**src/rtl/pn_burst_arbiter.sv**
```systemverilog
// rtl/pn_burst_arbiter.sv - round-robin burst arbiter sharing one PN (LFSR) generator between two requesters
//
// Purpose: grants bursts of pseudo-noise bits to two requesters in round-robin
// order and streams one bit per accepted transfer, tagged with the owner ID.
//
// Optional feature macro: PN_RESEED_EN
//   defined   - the LFSR is reloaded with SEED at every grant with nonzero length
//   undefined - the LFSR continues across bursts from the last accepted bit
//
// Ports:
//   clk       rising-edge clock
//   reset_n   asynchronous active-low reset
//   req[1:0]  per-requester request level, dropped on seeing its gnt bit
//   len0/len1 burst length in bits, sampled at grant
//   gnt[1:0]  one-hot, one-cycle grant pulse
//   pn_bit    current PN bit (lfsr[0])
//   pn_valid  pn_bit is valid
//   pn_ready  consumer accepts pn_bit
//   pn_last   current bit is the final bit of the burst
//   pn_id     owner of the current burst
//   busy      a burst is in progress
module pn_burst_arbiter #(
    parameter int                LFSR_W = 3,
    parameter logic [LFSR_W-1:0] TAPS   = 3'b101,
    parameter logic [LFSR_W-1:0] SEED   = {LFSR_W{1'b1}},
    parameter int                LEN_W  = 8
) (
    input  logic             clk,
    input  logic             reset_n,
    input  logic [1:0]       req,
    input  logic [LEN_W-1:0] len0,
    input  logic [LEN_W-1:0] len1,
    output logic [1:0]       gnt,
    output logic             pn_bit,
    output logic             pn_valid,
    input  logic             pn_ready,
    output logic             pn_last,
    output logic             pn_id,
    output logic             busy
);

    localparam logic [0:0] S_IDLE = 1'b0;
    localparam logic [0:0] S_RUN  = 1'b1;

    logic [0:0]        state;
    logic [LFSR_W-1:0] lfsr;
    logic [LEN_W-1:0]  cnt;
    logic              rr;
    logic              winner;
    logic [LEN_W-1:0]  win_len;
    logic              fb;

    // With both requests pending the pointer decides; otherwise the lone
    // requester wins (req[1] is 1 exactly when requester 1 is alone).
    assign winner  = (req == 2'b11) ? rr : req[1];
    assign win_len = winner ? len1 : len0;
    assign fb      = ^(lfsr & TAPS);

    // The state register itself drives valid/busy, so no output depends
    // combinationally on pn_ready.
    assign pn_valid = (state == S_RUN);
    assign busy     = (state == S_RUN);
    assign pn_bit   = lfsr[0];

    always_ff @(posedge clk or negedge reset_n) begin
        if (!reset_n) begin
            state   <= S_IDLE;
            lfsr    <= SEED;
            cnt     <= '0;
            gnt     <= 2'b00;
            pn_last <= 1'b0;
            pn_id   <= 1'b0;
            rr      <= 1'b0;
        end else begin
            gnt <= 2'b00;
            case (state)
                S_IDLE: begin
                    if (req != 2'b00) begin
                        gnt   <= winner ? 2'b10 : 2'b01;
                        pn_id <= winner;
                        cnt   <= win_len;
                        rr    <= ~winner;
                        // A zero-length grant only pulses gnt; no data, LFSR untouched.
                        if (win_len != '0) begin
                            state   <= S_RUN;
                            pn_last <= (win_len == LEN_W'(1));
`ifdef PN_RESEED_EN
                            lfsr    <= SEED;
`endif
                        end
                    end
                end
                default: begin
                    if (pn_ready) begin
                        lfsr    <= {fb, lfsr[LFSR_W-1:1]};
                        cnt     <= cnt - LEN_W'(1);
                        // Next bit is the last one when two bits remain now.
                        pn_last <= (cnt == LEN_W'(2));
                        if (pn_last) begin
                            state   <= S_IDLE;
                            pn_last <= 1'b0;
                        end
                    end
                end
            endcase
        end
    end

endmodule

```
**config.mk**
```make
export PLATFORM = sky130hd
export DESIGN_NAME = pn_burst_arbiter
export DESIGN_NICKNAME = d
export VERILOG_FILES = /design/src/rtl/pn_burst_arbiter.sv
export SDC_FILE = /design/constraint.sdc
export NUM_CORES = 1
export LEC_CHECK = 0
export ABC_CLOCK_PERIOD_IN_PS = 1700
export CAP_MARGIN = 10
export CORE_MARGIN = 1.5
export CORE_UTILIZATION = 40
export CTS_CLUSTER_SIZE = 40
export DETAILED_ROUTE_END_ITERATION = 16
export PLACE_DENSITY = 0.71
export SYNTH_ARGS = -nofsm -noshare
export SYNTH_HDL_FRONTEND = slang
export SYNTH_SLANG_ARGS = --single-unit
```
**constraint.sdc**
```tcl
create_clock -name clk -period 1.7 [get_ports clk]
set_clock_uncertainty 0.2 [all_clocks]
set_input_delay 0.34 -clock clk [delete_from_list [all_inputs] [get_ports clk]]
set_output_delay 0.34 -clock clk [all_outputs]
set_load 0.005 [all_outputs]
```
; ---- Yosys cells after proc, flatten, opt, wreduce, memory -nomap -nowiden
; Index checks and enable logic that the tools add are counted.
[op_classes]
n_reduce_logical = 9
n_bitwise = 2
n_mux = 18
eq_ne = 4
addsub = 1
[op_table]
columns = op, n
row1 = 8-bit two-way mux, 4
row2 = 1-bit two-way mux, 11
row3 = "8-bit by 1-bit == test with 1-bit output, second input constant", 1
row4 = "8-bit by 2-bit == test with 1-bit output, second input constant", 1
row5 = 8-bit nonzero test, 1
row6 = "8-bit by 1-bit subtractor with 8-bit output, second input constant", 1
row7 = 2-bit two-way mux, 3
row8 = 2-bit AND reduction, 3
row9 = 2-bit nonzero test, 3
row10 = 3-bit AND reduction, 1
row11 = 3-bit parity, 1
row12 = "2-bit == test, second input constant", 1
row13 = "2-bit != test, second input constant", 1
row14 = 1-bit inverter, 2
[word_totals]
regBits = 17
output_inout_bits = 7
word_cells = 41
input_bits = 21

; ---- Depth between registers and ports, before layout
[depth]
depth_word = 7
depth_mapped = 6
ltp_nobuf = 6

; ---- Least setup slack after synthesis
; Ideal clock, no wire load.
[synth_timing]
path_kind = input port to flip-flop
start = in len0[3]
end = reg pn_last
n_path_buf = 0
cell_stages = 4
setup_slack_ps = 29
setup_ps = 94
arrival_ps = 1378
required_ps = 1406
path_cell_list = or4_4 -> a211oi_2 -> a31oi_1 -> a221oi_2
[synth_via]
elab_chain_cells = 5
elab_cells_between_ends = 8
classes_between = eq/ne (1) / mux (4) / reduce/logical (3)
[synth_rtl]
columns = item, line
row1 = "start, declared", 31  ; input logic [LEN_W-1:0] len0,
row2 = 8-bit two-way mux (*), 56  ; assign win_len = winner ? len1 : len0;
row3 = 8-bit by 1-bit == test with 1-bit output, 86  ; pn_last <= (win_len == LEN_W'(1));
row4 = 1-bit two-way mux, 84  ; if (win_len != '0) begin
row5 = 1-bit two-way mux, 78  ; if (req != 2'b00) begin
row6 = 1-bit two-way mux, 76  ; case (state)
row7 = "end signal, assigned", 86
row8 = "end signal, assigned", 98  ; pn_last <= (cnt == LEN_W'(2));
row9 = "end, declared", 37  ; output logic pn_last,
; Mark *: on every way between the ends. The rest lies on a longest branch, timed or not. The select of a mux whose other input is x is not followed.
; A chain may end at the register's enable or synchronous reset.

; ---- Worst setup path after layout
[layout_timing]
start = reg gnt[1]
end = out gnt[1]
[layout_rtl]
columns = item, line
row1 = "start, declared", 33  ; output logic [1:0] gnt,
row2 = "start signal, assigned", 79  ; gnt <= winner ? 2'b10 : 2'b01;
; No word-level cell between the ends.

==> run_results.csv <==
group,metric,value,unit
run_status,outcome,"completed",
synthesis,synth_top_family_by_area,"simple AND/OR/NAND/NOR gates",
place,dp.cells,197,
setup_path,cp.arrival,1110,ps
pwr,powerDensity,1370,mW/mm^2
place,hpwl,2.42,mm
floorplanning,rows,18,
sta,min_period_over_period,97.3,%
global_routing,grt.busiest_layer,"met2",
floorplanning,die_w,54.1,um
sta,finalHoldViolations,0,
setup_path,required,1160,ps
cells_and_area,nFillCells,197,
sta,period_needed,1650,ps
synthesis,syn-cell-area,0.00105,sq mm
drt,wl_per_cell,15.5,um
setup_path,path_cells,"clkdlybuf4s50_1",
global_routing,track_usage,25.0,%
place,port_buffers,27,
clock_tree,clk_pin_slew,100,ps
synthesis,postSynthNetCount,140,
pwr,irDropWorstVdd,0.986,mV
drt,route.detailed.drc,0,
sta,relSlewSlack,77.5,%
sta,drv_slew,0,
cells_and_area,drive_above_1_share,32.4,%
pwr,leakagePower,0.810,nW
setup_path,cp_slowest_stage_delay,490,ps
clock_tree,cts_tree,"done",
synthesis,synth_mux_area_share,1.91,%
clock_tree,cts.path.max_buffers,2,
drt,first_pass_iters,4,
setup_path,cp-start-kind,"flip-flop",
global_routing,grt-ovfl-total,0,
cells_and_area,stdcell_count,206,
drt,dr_total_vias,1144,
clock_tree,cts_max_level,1,
setup_path,cp_num_buf_inv,1,
floorplanning,io_pins,28,
sta,setup_viol,0,
sta,worst_pin_slew,337,ps
cells_and_area,final_cell_area,0.00168,sq mm
sta,fin_tns_setup,0,ps
place,place_area,0.00155,sq mm
sta,fmax,0.605,GHz
setup_path,critPathTopFamily,"buffers and inverters",
synthesis,syn_avg_cell_area,8.94,sq um
synthesis,synth_top_area_cell,"dfrtp_1",
sta,rsz0062_at_grt,"yes",
synthesis,synthAdderAreaFrac,2.39,%
clock_tree,cts_buffers,3,
synthesis,syn_inst,117,
drt,via_per_inst,5.55,
global_routing,grt_pass1_wl,5.13,mm
clock_tree,clkSinkCount,17,
synthesis,synth-seq-cells,17,
setup_path,critical_path.endpoint_type,"output port",
synthesis,synth_compound_area_share,24.3,%
synthesis,async_flop_share,100,%
synthesis,yosys_warnings,0,
clock_tree,root_buffer,"clkbuf_4",
setup_path,cp_slowest_cell,"clkdlybuf4s50_1",
global_routing,grtUsageMet1,30.7,%
setup_path,worstSetupPathType,"flip-flop to output port",
global_routing,grt_pass1_vias,1108,
synthesis,synth_enable_flop_cells,0,
synthesis,yosys_most_used_dff,"dfrtp_1",
place,place.gp.congestion,0.920,
drt,drt-total-wl,3.19,mm
clock_tree,clk_latency,290,ps
flow_run,cap_violations,0,
synthesis,synth_top_area_share,33.5,%
floorplanning,die_area,0.00293,sq mm
global_routing,antenna_found_initial,0,
global_routing,grt_max_degree,10,
drt,ant_nets,0,
cells_and_area,fin_nets,200,
cells_and_area,antennaDiodeCount,0,
synthesis,synth.area.top_cells,"dfrtp_1, dfstp_2, nand2_1",
floorplanning,dieHeight,54.1,um
setup_path,cp_max_fo,1,
hold_path,hp-class,"input pin to async pin",
synthesis,synth_cell_types,45,
floorplanning,start_util,42.2,%
cells_and_area,area_delta_synth_final,60.5,%
drt,drt_iter0_drc,20,
synthesis,synth-xor-area-share,1.67,%
floorplanning,fp.coreArea,0.00248,sq mm
global_routing,use_met2,43.6,%
synthesis,yosys.area_share.simple,24.4,%
global_routing,grt_util_met3,5.28,%
synthesis,yosysSeqAreaShare,41.0,%
-- final timing paths --
kind,start,end,slack (ps),cells after the start
min reg2reg,lfsr[1],lfsr[0],260,2
max reg2reg,busy,cnt[6],60,6
min,reset_n,cnt[2],80,1
max,gnt[1],gnt[1],50,1
max in group asynchronous,reset_n,busy,790,2
min in group clk,len0[7],cnt[7],190,3
-- layer usage --
layer | wire length, um | share of wire (%) | vias to the layer above
met2 | 1610 | 50 | 26
li1 | - | - | 560
met4 | 17 | 0.53 | 0
met1 | 1420 | 44 | 556
met3 | 143 | 4.5 | 2
met5 | 0 | 0 | -
-- cell families (layout without fill, tap and decap cells) --
| kind of cell | count (synthesis) | count (layout) |
|---|---|---|
| AND/OR/NAND/NOR | 50 | 50 |
| AO/OA/AOI/OAI | 34 | 34 |
| flip-flops | 17 | 17 |
| buffers and inverters | 10 | 69 |
| adder cells (fa/ha/maj) | 2 | 2 |
| XOR/XNOR | 2 | 2 |
| multiplexers | 2 | 2 |
-- worst register-to-register path, cell delays in order (launching register included) --
cell	delay [ps]
dfrtp_2	410
buf_4	170
o21bai_1	150
buf_4	170
a31o_2	220
o22ai_1	110
a22oi_1	100
-- placed cells by master, fill, tap and decap left out, types with 2 or more instances in the layout --
master,count
dlygate4sd2_1,8
o21ai_0,3
clkbuf_4,3
a21oi_1,6
a31oi_1,2
a211oi_1,5
mux2i_1,2
clkdlybuf4s50_1,13
a21boi_0,2
dfstp_2,3
dfrtp_2,2
dlymetal6s2s_1,6
nand2_1,14
nand3_1,3
and2_1,2
nor3_1,4
inv_1,3
buf_4,33
and3_1,4
nor2_1,9
ha_1,2
dfrtp_1,12
-- power breakdown --
group	switching, W	internal [W]	total, W
clock network	0.000127	0.0000911	0.000218
registers	0.000141	0.000561	0.000701
logic	0.000623	0.000762	0.00138
total	0.000891	0.00141	0.00230
-- state kept, by name, summed over array words and instances (netlist names) --
name     flops
cnt          8
rr           1
busy         1
pn_id        1
lfsr         3
pn_last      1
gnt          2
-- stage by stage --
stage / hold slack, ps / utilization [%] / total power [W] / worst slack, ps
finish: 79.3 / 67.8 / 0.00230 / 46.2
global route: 81.7 / 67.8 / 0.00248 / -39.3
CTS: 79.0 / 65.1 / 0.00220 / -4.56
floorplan: -156 / - / 0.00130 / 28.7
detailed placement: 246 / 62.7 / 0.00193 / -482
global placement: 238 / 62.7 / 0.00189 / -437
-- what timing repair did --
action / CTS / global route
pin swaps: 3 / 1
setup endpoints to repair: 8 / 11
resized for setup: 13 / 15
setup buffers: 3 / 2
hold buffers: 0 / 0
-- cell usage after synthesis (all sizes together), types with 3 or more instances --
cell	count
nand2	15
a31oi	3
o21ai	3
dfrtp	14
a21oi	6
nor2	10
dfstp	3
nand3	3
inv	4
a211oi	6
buf	4
nor3	5
and3	4
-- layout make-up --
| cell class | count | area, sq um | area share (%) |
|---|---|---|---|
| repair buffers | 61 | 543 | 32.3 |
| flip-flops and latches | 17 | 432 | 25.7 |
| clock buffers | 4 | 26.3 | 1.56 |
| inverters | 4 | 15.0 | 0.894 |
| multi-input cells | 90 | 626 | 37.3 |
| well taps | 30 | 37.5 | 2.24 |
No activity file was read; power rests on OpenSTA's default activity.
